File: src/rtl/apb_master_fsm_pkg.sv
// Shared definitions for the AHB2APB bridge: FSM states, slot map, helpers.
package apb_bridge_pkg;

  typedef enum logic [1:0] {
    IDLE   = 2'd0,
    SETUP  = 2'd1,
    ACCESS = 2'd2
  } apb_state_t;

  localparam logic [31:0] SLOT0_BASE = 32'h8000_0000;
  localparam logic [31:0] SLOT_SIZE  = 32'h0400_0000;
  localparam int          NUM_SLOTS  = 3;
  localparam logic [2:0]  PSEL_NONE  = 3'b000;

  // Base address of slot idx; idx == NUM_SLOTS gives the end of the map.
  function automatic logic [31:0] slot_base(input int idx);
    return SLOT0_BASE + SLOT_SIZE * 32'(idx);
  endfunction

endpackage

File: src/rtl/apb_master_fsm_if.sv
// Command/response and APB bus bundle between bridge front end, FSM and slaves.
interface apb_master_fsm_if #(
  parameter int ADDR_W = 32,
  parameter int DATA_W = 32
);
  logic              cmd_valid;
  logic              cmd_ready;
  logic              cmd_write;
  logic [ADDR_W-1:0] cmd_addr;
  logic [DATA_W-1:0] cmd_wdata;
  logic              rsp_valid;
  logic [DATA_W-1:0] rsp_rdata;
  logic              rsp_err;
  logic              pwrite;
  logic              penable;
  logic [2:0]        psel;
  logic [ADDR_W-1:0] paddr;
  logic [DATA_W-1:0] pwdata;
  logic [DATA_W-1:0] prdata;
  logic              pready;

  // APB initiator view
  modport master (
    input  cmd_valid, cmd_write, cmd_addr, cmd_wdata, prdata, pready,
    output cmd_ready, rsp_valid, rsp_rdata, rsp_err,
           pwrite, penable, psel, paddr, pwdata
  );

  // Front end plus peripheral view
  modport slave (
    output cmd_valid, cmd_write, cmd_addr, cmd_wdata, prdata, pready,
    input  cmd_ready, rsp_valid, rsp_rdata, rsp_err,
           pwrite, penable, psel, paddr, pwdata
  );
endinterface

File: src/rtl/apb_master_fsm_addr_decode.sv
// Combinational slot decoder: address -> one-hot select plus hit flag.
module apb_addr_decode
  import apb_bridge_pkg::*;
#(
  parameter int ADDR_W = 32
) (
  input  logic [ADDR_W-1:0]    addr,
  output logic                 hit,
  output logic [NUM_SLOTS-1:0] psel
);

  // Each slot is a half-open window [base, base + SLOT_SIZE).
  genvar gi;
  generate
    for (gi = 0; gi < NUM_SLOTS; gi++) begin : g_slot
      localparam logic [ADDR_W-1:0] LO = ADDR_W'(slot_base(gi));
      localparam logic [ADDR_W-1:0] HI = ADDR_W'(slot_base(gi + 1));
      assign psel[gi] = (addr >= LO) && (addr < HI);
    end
  endgenerate

  assign hit = |psel;

endmodule

File: src/rtl/apb_master_fsm.sv
// APB initiator: one command per transfer, SETUP/ACCESS sequencing,
// pready timeout and a one-cycle response pulse.
module apb_master_fsm
  import apb_bridge_pkg::*;
#(
  parameter int TIMEOUT_CYC = 16,
  parameter int ADDR_W      = 32,
  parameter int DATA_W      = 32
) (
  input  logic             Hclk,
  input  logic             Hreset,
  apb_master_fsm_if.master bus
);

  localparam logic [7:0] CNT_LAST = 8'(TIMEOUT_CYC - 1);

  apb_state_t        state_reg, state_next;
  logic [2:0]        psel_reg, psel_next;
  logic              penable_reg, penable_next;
  logic              pwrite_reg, pwrite_next;
  logic [ADDR_W-1:0] paddr_reg, paddr_next;
  logic [DATA_W-1:0] pwdata_reg, pwdata_next;
  logic              rsp_valid_reg, rsp_valid_next;
  logic              rsp_err_reg, rsp_err_next;
  logic [DATA_W-1:0] rsp_rdata_reg, rsp_rdata_next;
  logic [7:0]        cnt_reg, cnt_next;
  // A miss accepted alongside a completion owes its error pulse one cycle later.
  logic              pend_miss_reg, pend_miss_next;

  logic              dec_hit;
  logic [2:0]        dec_psel;
  logic              cmd_ready;
  logic              accept;

  apb_addr_decode #(.ADDR_W(ADDR_W)) u_decode (
    .addr (bus.cmd_addr),
    .hit  (dec_hit),
    .psel (dec_psel)
  );

  assign cmd_ready = (state_reg == IDLE) || ((state_reg == ACCESS) && bus.pready);
  assign accept    = bus.cmd_valid && cmd_ready;

  // State and registered outputs
  always_ff @(posedge Hclk) begin
    if (Hreset) begin
      state_reg     <= IDLE;
      psel_reg      <= PSEL_NONE;
      penable_reg   <= 1'b0;
      pwrite_reg    <= 1'b0;
      paddr_reg     <= '0;
      pwdata_reg    <= '0;
      rsp_valid_reg <= 1'b0;
      rsp_err_reg   <= 1'b0;
      rsp_rdata_reg <= '0;
      cnt_reg       <= '0;
      pend_miss_reg <= 1'b0;
    end else begin
      state_reg     <= state_next;
      psel_reg      <= psel_next;
      penable_reg   <= penable_next;
      pwrite_reg    <= pwrite_next;
      paddr_reg     <= paddr_next;
      pwdata_reg    <= pwdata_next;
      rsp_valid_reg <= rsp_valid_next;
      rsp_err_reg   <= rsp_err_next;
      rsp_rdata_reg <= rsp_rdata_next;
      cnt_reg       <= cnt_next;
      pend_miss_reg <= pend_miss_next;
    end
  end

  // Next-state, bus and response logic
  always_comb begin
    state_next     = state_reg;
    psel_next      = psel_reg;
    penable_next   = penable_reg;
    pwrite_next    = pwrite_reg;
    paddr_next     = paddr_reg;
    pwdata_next    = pwdata_reg;
    rsp_valid_next = 1'b0;
    rsp_err_next   = 1'b0;
    rsp_rdata_next = '0;
    cnt_next       = cnt_reg;
    pend_miss_next = pend_miss_reg;

    unique case (state_reg)
      IDLE: begin
        psel_next      = PSEL_NONE;
        penable_next   = 1'b0;
        pend_miss_next = 1'b0;
        if (pend_miss_reg) begin
          rsp_valid_next = 1'b1;
          rsp_err_next   = 1'b1;
        end
        if (accept) begin
          if (dec_hit) begin
            paddr_next  = bus.cmd_addr;
            pwrite_next = bus.cmd_write;
            pwdata_next = bus.cmd_wdata;
            psel_next   = dec_psel;
            state_next  = SETUP;
          end else if (pend_miss_reg) begin
            // Response slot is taken by the owed error; push this one out.
            pend_miss_next = 1'b1;
          end else begin
            rsp_valid_next = 1'b1;
            rsp_err_next   = 1'b1;
          end
        end
      end

      SETUP: begin
        penable_next = 1'b1;
        cnt_next     = '0;
        state_next   = ACCESS;
      end

      ACCESS: begin
        if (bus.pready) begin
          rsp_valid_next = 1'b1;
          rsp_rdata_next = pwrite_reg ? '0 : bus.prdata;
          psel_next      = PSEL_NONE;
          penable_next   = 1'b0;
          state_next     = IDLE;
          if (accept) begin
            if (dec_hit) begin
              paddr_next  = bus.cmd_addr;
              pwrite_next = bus.cmd_write;
              pwdata_next = bus.cmd_wdata;
              psel_next   = dec_psel;
              state_next  = SETUP;
            end else begin
              pend_miss_next = 1'b1;
            end
          end
        end else if (cnt_reg == CNT_LAST) begin
          psel_next      = PSEL_NONE;
          penable_next   = 1'b0;
          state_next     = IDLE;
          rsp_valid_next = 1'b1;
          rsp_err_next   = 1'b1;
        end else if (cnt_reg != 8'hFF) begin
          cnt_next = cnt_reg + 8'd1;
        end
      end

      default: begin
        state_next   = IDLE;
        psel_next    = PSEL_NONE;
        penable_next = 1'b0;
      end
    endcase
  end

  assign bus.cmd_ready = cmd_ready;
  assign bus.rsp_valid = rsp_valid_reg;
  assign bus.rsp_rdata = rsp_rdata_reg;
  assign bus.rsp_err   = rsp_err_reg;
  assign bus.pwrite    = pwrite_reg;
  assign bus.penable   = penable_reg;
  assign bus.psel      = psel_reg;
  assign bus.paddr     = paddr_reg;
  assign bus.pwdata    = pwdata_reg;

endmodule

File: src/flat_wrapper.sv
// flat-port wrapper written by rule: the top's interface ports become plain ports
module apb_master_fsm_flat import apb_bridge_pkg::*;
#(
  parameter int TIMEOUT_CYC = 16,
  parameter int ADDR_W      = 32,
  parameter int DATA_W      = 32
)
  (Hclk, Hreset, bus_cmd_valid, bus_cmd_write, bus_cmd_addr, bus_cmd_wdata, bus_prdata, bus_pready, bus_cmd_ready, bus_rsp_valid, bus_rsp_rdata, bus_rsp_err, bus_pwrite, bus_penable, bus_psel, bus_paddr, bus_pwdata);
  apb_master_fsm_if #(.ADDR_W(ADDR_W), .DATA_W(DATA_W)) bus_i ();
  input  logic Hclk;
  input  logic Hreset;
  input wire logic [$bits(bus_i.cmd_valid)-1:0] bus_cmd_valid;
  input wire logic [$bits(bus_i.cmd_write)-1:0] bus_cmd_write;
  input wire logic [$bits(bus_i.cmd_addr)-1:0] bus_cmd_addr;
  input wire logic [$bits(bus_i.cmd_wdata)-1:0] bus_cmd_wdata;
  input wire logic [$bits(bus_i.prdata)-1:0] bus_prdata;
  input wire logic [$bits(bus_i.pready)-1:0] bus_pready;
  output wire logic [$bits(bus_i.cmd_ready)-1:0] bus_cmd_ready;
  output wire logic [$bits(bus_i.rsp_valid)-1:0] bus_rsp_valid;
  output wire logic [$bits(bus_i.rsp_rdata)-1:0] bus_rsp_rdata;
  output wire logic [$bits(bus_i.rsp_err)-1:0] bus_rsp_err;
  output wire logic [$bits(bus_i.pwrite)-1:0] bus_pwrite;
  output wire logic [$bits(bus_i.penable)-1:0] bus_penable;
  output wire logic [$bits(bus_i.psel)-1:0] bus_psel;
  output wire logic [$bits(bus_i.paddr)-1:0] bus_paddr;
  output wire logic [$bits(bus_i.pwdata)-1:0] bus_pwdata;
  assign bus_i.cmd_valid = bus_cmd_valid;
  assign bus_i.cmd_write = bus_cmd_write;
  assign bus_i.cmd_addr = bus_cmd_addr;
  assign bus_i.cmd_wdata = bus_cmd_wdata;
  assign bus_i.prdata = bus_prdata;
  assign bus_i.pready = bus_pready;
  assign bus_cmd_ready = bus_i.cmd_ready;
  assign bus_rsp_valid = bus_i.rsp_valid;
  assign bus_rsp_rdata = bus_i.rsp_rdata;
  assign bus_rsp_err = bus_i.rsp_err;
  assign bus_pwrite = bus_i.pwrite;
  assign bus_penable = bus_i.penable;
  assign bus_psel = bus_i.psel;
  assign bus_paddr = bus_i.paddr;
  assign bus_pwdata = bus_i.pwdata;
  apb_master_fsm #(.TIMEOUT_CYC(TIMEOUT_CYC), .ADDR_W(ADDR_W), .DATA_W(DATA_W)) u_core (.Hclk(Hclk), .Hreset(Hreset), .bus(bus_i));
endmodule
File: config.mk
export PLATFORM = sky130hd
export DESIGN_NAME = apb_master_fsm_flat
export DESIGN_NICKNAME = d
export VERILOG_FILES = /design/src/rtl/apb_master_fsm_pkg.sv /design/src/rtl/apb_master_fsm_if.sv /design/src/rtl/apb_master_fsm_addr_decode.sv /design/src/rtl/apb_master_fsm.sv /design/src/flat_wrapper.sv
export SDC_FILE = /design/constraint.sdc
export NUM_CORES = 1
export LEC_CHECK = 0
export CELL_PAD_IN_SITES_DETAIL_PLACEMENT = 2
export CELL_PAD_IN_SITES_GLOBAL_PLACEMENT = 2
export CORE_AREA = 2 2 127 159
export DETAILED_ROUTE_END_ITERATION = 12
export DIE_AREA = 0 0 129 161
export PLACE_DENSITY_LB_ADDON = 0.1
export SETUP_SLACK_MARGIN = 0.1
export SLEW_MARGIN = 20
export SYNTH_ARGS = -nofsm -noshare
export SYNTH_HDL_FRONTEND = slang
export SYNTH_HIERARCHICAL = 1
export SYNTH_SLANG_ARGS = --single-unit
File: constraint.sdc
create_clock -name Hclk -period 2.2 [get_ports Hclk]
set_input_delay 0.33 -clock Hclk [delete_from_list [all_inputs] [get_ports Hclk]]
set_output_delay 0.33 -clock Hclk [all_outputs]
set_load 0.1 [all_outputs]
# Word level (Yosys, flattened, before mapping)
# Index checks and enable logic that the tools add are counted.
# totals
word_cells,96
input_bits,101
output_inout_bits,104
reg_bits,114
# op_classes
magnitude_cmp,6
mux,46
n_bitwise,3
reduce_logical,16
n_addsub,1
n_eq_ne,13
# op_table
operator,n
32-bit two-way mux,6
32-bit case mux with 2 select lines,2
32-bit greater-or-equal comparator (second input constant),3
32-bit < comparator (second input constant),3
8-bit two-way mux,3
1-bit two-way mux,18
8-bit case mux with 2 select lines,1
3-bit two-way mux,4
2-bit two-way mux,5
2-bit != test (second input constant),5
1-bit case mux with 2 select lines,5
3-bit case mux with 3 select lines,1
8-bit by 1-bit adder with 8-bit output (second input constant),1
8-bit by 4-bit == test with 1-bit output (second input constant),1
8-bit != test (second input constant),1
4-bit AND reduction,2
2-bit by 1-bit != test with 1-bit output (second input constant),3
2-bit case mux with 3 select lines,1
1-bit logical AND,5
2-bit AND reduction,2
2-bit nonzero test,2
4-bit OR reduction,1
3-bit != test (second input constant),1
1-bit inverter,3
6 further kinds,6

# Longest topological paths before layout
# Gate-level depths: netlist of run 1.
# depth
depth_word,7
mapped_depth,8
mapped_depth_nobuf,6

# Hierarchy
# Netlist of run 1, hierarchy kept.
# modules_own_cells
module,area_per_inst_um2,cells_each,n_inst,seq_area_each_um2
apb_master_fsm,3925.0,449,1,2282.2
apb_addr_decode,48.8,5,1,0.0

# Worst setup path before layout of run 1
# Ideal clock, no wire load.
# synth_path
path_kind,register -> output
startpoint,register u_core.state_reg[1]
endpoint,output port bus_cmd_ready
stages_incl_launch_ff,3
n_path_buf,1
required_time_ns,1.870
slack_ns,-0.025
arrival_ns,1.895
cell_sequence,dfxtp_1 -> clkbuf_2 -> a21oi_1
# synth_via
elab_chain_len,3
word_cells_on_any_way,4
cone_classes,1 x eq/ne; 3 x reduce/logical
# synth_rtl
element,line,source
from (decl),apb_master_fsm.sv:17,"apb_state_t state_reg, state_next;"
from (signal assigned),apb_master_fsm.sv:59,state_reg <= state_next;
2-bit == test,apb_master_fsm.sv:41,assign cmd_ready = (state_reg == IDLE) || ((state_reg == ACCESS) && bus.pready);
1-bit logical AND,apb_master_fsm.sv:41,
1-bit logical OR (*),apb_master_fsm.sv:41,
to (decl),flat_wrapper.sv:18,output wire logic [$bits(bus_i.cmd_ready)-1:0] bus_cmd_ready;
# Every way passes the cells marked *; elsewhere a longest branch is shown, timed or not.

# Worst setup path after layout of run 1
# layout_path
startpoint,input port bus_cmd_addr[30]
endpoint,"register u_core.paddr_reg[20], in the netlist u_core/bus.paddr[20]"
# layout_via
elab_chain_len,7
word_cells_on_any_way,14
cone_classes,6 x order compare; 4 x mux; 4 x reduce/logical
# layout_rtl
element,line,source
from (decl),flat_wrapper.sv:14,input wire logic [$bits(bus_i.cmd_addr)-1:0] bus_cmd_addr;
32-bit greater-or-equal comparator or 32-bit < comparator (tied branches),apb_master_fsm_addr_decode.sv:18,assign psel[gi] = (addr >= LO) && (addr < HI);
1-bit logical AND,apb_master_fsm_addr_decode.sv:18,
3-bit OR reduction (*),apb_master_fsm_addr_decode.sv:22,assign hit = |psel;
named net u_core.dec_hit,apb_master_fsm.sv:30,logic dec_hit;
32-bit two-way mux (*) (2 in series),n/a,
32-bit two-way mux,n/a,
32-bit case mux with 2 select lines (*),n/a,
to (signal assigned),apb_master_fsm.sv:63,paddr_reg <= paddr_next;
to (decl),apb_master_fsm.sv:21,"logic [ADDR_W-1:0] paddr_reg, paddr_next;"
# Mark *: on every way through the listed nets, which the timed path passes. The rest lies on a longest branch. The select of a mux whose other input is x is not followed.
# A chain may end at the register's enable or synchronous reset.

==> results of run 1 <==
cell type report:
type / count / area (um2) / area share [%]
well taps: 265 / 332 / 4.91
multi-input cells: 309 / 1570 / 23.3
flip-flops and latches: 114 / 2280 / 33.8
repair buffers: 220 / 1930 / 28.7
clock inverters: 14 / 179 / 2.65
clock buffers: 18 / 439 / 6.51
inverters: 3 / 11.3 / 0.167
synth_stat cells (2+ instances only):
master	number	area share, %
nand2_1	139	13
dfxtp_1	114	57
a21oi_1	75	9.4
and2_1	32	5.0
clkbuf_1	18	1.7
nor2_1	10	0.94
o21ai_0	7	0.88
buf_2	5	0.63
nand3_1	5	0.63
nand4_1	4	0.63
buf_1	3	0.28
inv_1	3	0.28
and3_1	2	0.31
nor3_1	2	0.25
nor3b_2	2	0.63
nor4_1	2	0.31
critical path: stages:
cell             delay [ps]
clkdlybuf4s50_1         440
or4b_4                  550
a21oi_1                 180
buf_4                   150
nand4_1                 110
buf_4                   290
nand2_1                 130
a21oi_1                  70
per-layer routing:
layer | global-route usage (%) | vias up | wire, um
li1 | - | 1928 | -
met2 | 24.7 | 153 | 7330
met5 | 0 | - | 12
met3 | 6.23 | 19 | 1490
met4 | 5.53 | 2 | 250
met1 | 15.1 | 1935 | 5700
kinds of logic after synthesis:
family                   after synthesis  synth area share (%)
AND/OR/NAND/NOR                      210                  24.7
buffers and inverters                 31                  3.37
AO/OA/AOI/OAI                         96                  13.6
multiplexers                           2                 0.535
adder cells (fa/ha/maj)                1                 0.315
flip-flops                           114                  57.4
stage by stage:
| stage | power [W] | instances | hold slack [ps] | utilization [%] | TNS (ps) |
|---|---|---|---|---|---|
| floorplan | 0.00230 | 454 | 452 | - | 0 |
| global placement | 0.00254 | 911 | 444 | 31.7 | -7430 |
| detailed placement | 0.00255 | 911 | 454 | 31.7 | -11680 |
| CTS | 0.00549 | 943 | 315 | 34.9 | 0 |
| global route | 0.00561 | 943 | 351 | 34.9 | 0 |
| finish | 0.00540 | 943 | 333 | 34.9 | 0 |
final timing paths:
check	slack [ps]	startpoint	to	cells past startpoint
worst max register to register	440	u_core/cnt_reg[7]	u_core/cnt_reg[7]	4
worst max-delay path	210	bus_cmd_addr[30]	u_core/bus.paddr[20]	8
worst min register to register	460	u_core/bus.pwdata[30]	u_core/bus.pwdata[30]	2
worst min-delay path	330	Hreset	u_core/bus.paddr[7]	2
where the power goes:
group | total (W) | internal (W) | leakage [nW] | switching [W]
combinational | 0.000407 | 0.000199 | 1.44 | 0.000208
clock | 0.00290 | 0.00183 | 0.294 | 0.00107
sequential | 0.00209 | 0.00208 | 0.919 | 0.00000847
total | 0.00540 | 0.00411 | 2.65 | 0.00129
==> results_dict.tcl, run 1 <==
set metrics [dict create \
    grt_overflow 0 \
    synth-main-ff-cell "dfxtp_1" \
    crit_fanout 36 \
    core-area_um2 19300 \
    grt_pass1_wl_um 23100 \
    status "finished, final reports clean" \
    drt-vias-per-instance 4.28 \
    wire_per_inst_um 15.7 \
    maxCapViolCount 0 \
    holdBufCountCts 0 \
    ant_nets 0 \
    synth-async-reset-ratio_pct 0 \
    postCtsSetupBuffers 0 \
    worstSkewPairLatency_ps 410 \
    final_cell_area_um2 6750 \
    synth_edf_count 0 \
    path_clk_slew_ps 60 \
    layout_common_cells "nand2_1 (139), buf_4 (117), dfxtp_1 (114)" \
    grt_pass1_vias 4465 \
    yosysWarnings 6 \
    grt_max_degree 40 \
    setup_viol 0 \
    timing.slew.headroom_pct 74.6 \
    synth_cell_types 47 \
    ys_ff_latch 114 \
    synth_cells 454 \
    period_needed_ps 1990 \
    route.detailed.drc 0 \
    area_growth_pct 69.8 \
    antenna_found_initial 1 \
    finClkSkew_ps 6.15 \
    seq_area_frac_synth_pct 57.4 \
    cts_max_level 4 \
    leakagePower_nw 2.65 \
    gp_congestion 0.693 \
    synth_fp_nets 556 \
    initial_core_util_pct 20.6 \
    die-area_um2 20800 \
    dr_total_vias 4037 \
    drtIter0Drc 102 \
    layout_commonest_cell "nand2_1" \
    crit_type "in -> reg" \
    dp_hpwl_um 10800 \
    min_path_type "in -> reg" \
    drv_slew 0 \
    cts_inserted_buffers 17 \
    cts_tree "done" \
    n_antenna_cell 0 \
    setup_slack_ps 209 \
    drive_gt1_share_pct 24.9 \
    die_w_um 129 \
    grt_setup_unrepaired "false" \
    die_h_um 161 \
    rows 57 \
    grt_usage_pct 14.2 \
    cts-root-buf "clkbuf_16" \
    vdd_ir_drop_max_mv 0.469 \
    powerDensity_nw_per_um2 800 \
    nets 767 \
    wirelength_um 14800 \
    n_fill_cell 2151 \
    ios 205 \
    cts_buffer_depth 2 \
    required_ps 2480 \
    cts_resized 0 \
    syn-mean-instance-area_um2 8.75 \
    tightest_slew_ps 371 \
    cts.sinks 114 \
    min_period_over_period_pct 90.5 \
    firstDrtPassIters 4 \
    place_area_um2 6130 \
    cp-end-kind "register" \
    cp-start-kind "primary input" \
    worstPathArrival_ps 2270 \
    synth_area_um2 3970 \
    port-buffer-count 204 \
    pre_cts_ws_ps -212 \
    fmax_ghz 0.502 \
    hold_violations 0 \
]
Power figures use the tool's default switching activity.
==> inputs of run 2 (changes only) <==
--- a/config.mk
+++ b/config.mk
@@ -7,9 +7,9 @@
 export LEC_CHECK = 0
 export CELL_PAD_IN_SITES_DETAIL_PLACEMENT = 2
 export CELL_PAD_IN_SITES_GLOBAL_PLACEMENT = 2
-export CORE_AREA = 2 2 127 159
+export CORE_AREA = 2 2 141 143
 export DETAILED_ROUTE_END_ITERATION = 12
-export DIE_AREA = 0 0 129 161
+export DIE_AREA = 0 0 143 145
 export PLACE_DENSITY_LB_ADDON = 0.1
 export SETUP_SLACK_MARGIN = 0.1
 export SLEW_MARGIN = 20
==> results_dict.tcl, run 2 (synthesized netlist as in run 1, its figures left out) <==
set metrics [dict create \
    status "finished, final reports clean" \
    ant_nets 0 \
    vdd_ir_drop_max_mv 0.493 \
    critPathSlowestCell "or4b_4" \
    leakagePower_nw 2.64 \
    dp_hpwl_um 10200 \
    ios 205 \
    cts_buffer_depth 2 \
    setup_viol 0 \
    area_growth_pct 69.5 \
    layout_common_cells "nand2_1 (139), dfxtp_1 (114), buf_4 (111)" \
    wire_per_inst_um 15.4 \
    fmax_ghz 0.514 \
    cp-end-kind "register" \
    maxCapViolCount 0 \
    cts_tree "done" \
    die_w_um 143 \
    required_ps 2530 \
    worstSkewPairLatency_ps 410 \
    drt-vias-per-instance 4.21 \
    met1_length_um 6240 \
    hold_start "Hreset" \
    route.detailed.drc 0 \
    die-area_um2 20700 \
    min_path_type "in -> reg" \
    layout_commonest_cell "nand2_1" \
    core-area_um2 19200 \
    hold_violations 0 \
    min_period_over_period_pct 88.4 \
    startpoint "bus_cmd_addr[28]" \
    wirelength_um 14400 \
    drv_slew 0 \
    route.met3.wl_um 1590 \
    grt_pass1_vias 4192 \
    cts-root-buf "clkbuf_16" \
    path_clk_slew_ps 50 \
    period_needed_ps 1950 \
    grt_max_degree 75 \
    setup_slack_ps 255 \
    powerDensity_nw_per_um2 780 \
    grt_setup_unrepaired "false" \
    cts.sinks 114 \
    nets 763 \
    crit_fanout 17 \
    initial_core_util_pct 20.7 \
    timing.slew.headroom_pct 70.9 \
    drive_gt1_share_pct 24.6 \
    cp-start-kind "primary input" \
    timing.rr.start "u_core/cnt_reg[7]" \
    rows 51 \
    antenna_found_initial 1 \
    tightest_slew_ps 435 \
    crit_path_max_incr_delay_ps 540 \
    grt_overflow 0 \
    cts_inserted_buffers 17 \
    highest_layer "met4" \
    finClkSkew_ps 7.18 \
    firstDrtPassIters 4 \
    drtIter0Drc 135 \
    tns_ps 0 \
    wl_met2_um 6400 \
    cp_cell_sequence "clkdlybuf4s50_1 -> or4b_4 -> a21oi_2 -> and4_4 -> buf_4 -> nand2_1 -> a21oi_1" \
    crit_type "in -> reg" \
    dr_total_vias 3958 \
    worst_r2r_path_depth 4 \
    grt_usage_pct 13.9 \
    grt_pass1_wl_um 22500 \
    die_h_um 145 \
    cts_max_level 4 \
    pre_cts_ws_ps -276 \
    holdBufCountCts 0 \
    port-buffer-count 204 \
    gp_congestion 0.753 \
    holdPathStages 2 \
    worstPathArrival_ps 2270 \
]
==> run 2: cell types whose count changed in the layout (fill, tap and decap cells not counted), moves of 2 or more <==
cell      change
inv_6         -3
clkbuf_8      +2
clkinv_2      +2
buf_4         -6
==> run 2: report_power, final <==
part / switching (W) / total, W / internal (W)
sequential: 0.00000814 / 0.00209 / 0.00208
combinational: 0.000208 / 0.000408 / 0.000199
clock: 0.00100 / 0.00276 / 0.00176
==> run 2: layout make-up <==
type | count | area (um2)
fillers | 2141 | 12500
flip-flops and latches | 114 | 2280
repair buffers | 216 | 1930
multi-input cells | 309 | 1570
clock buffers | 20 | 467
well taps | 265 | 332
clock inverters | 12 | 133
inverters | 3 | 11.3
diodes | 1 | 2.50
==> run 2: metal layers <==
layer / vias to the layer above / global-route usage, %
li1: 1920 / -
met2: 155 / 21.1
met3: 17 / 7.03
met5: - / 0
met4: 0 / 4.75
met1: 1866 / 16.8
==> run 2: per-stage QoR <==
| stage | std cells | power [W] | utilization (%) | hold WS (ps) | cell area, um2 |
|---|---|---|---|---|---|
| floorplan | 454 | 0.00230 | - | 452 | 3980 |
| global placement | 906 | 0.00254 | 31.8 | 442 | 6100 |
| detailed placement | 906 | 0.00254 | 31.8 | 449 | 6100 |
| CTS | 938 | 0.00535 | 34.9 | 265 | 6700 |
| global route | 939 | 0.00549 | 35.1 | 289 | 6730 |
| finish | 940 | 0.00525 | 35.1 | 276 | 6740 |
==> run 2: critical path: cells and delay by family <==
kind	cells	cell delay [ps]
AO/OA/AOI/OAI	2	320
buffers and inverters	2	680
AND/OR/NAND/NOR	3	930
==> run 2: repair_timing <==
action	in CTS	in global routing
setup buffers	0	0
endpoints found under the setup margin	0	45
resized for setup	0	2
==> run 2: final timing paths <==
| check | to | slack (ps) |
|---|---|---|
| max | u_core/bus.paddr[8] | 250 |
| min | u_core/bus.paddr[1] | 280 |
| max reg2reg | u_core/cnt_reg[7] | 460 |
| min reg2reg | u_core/bus.pwdata[20] | 450 |
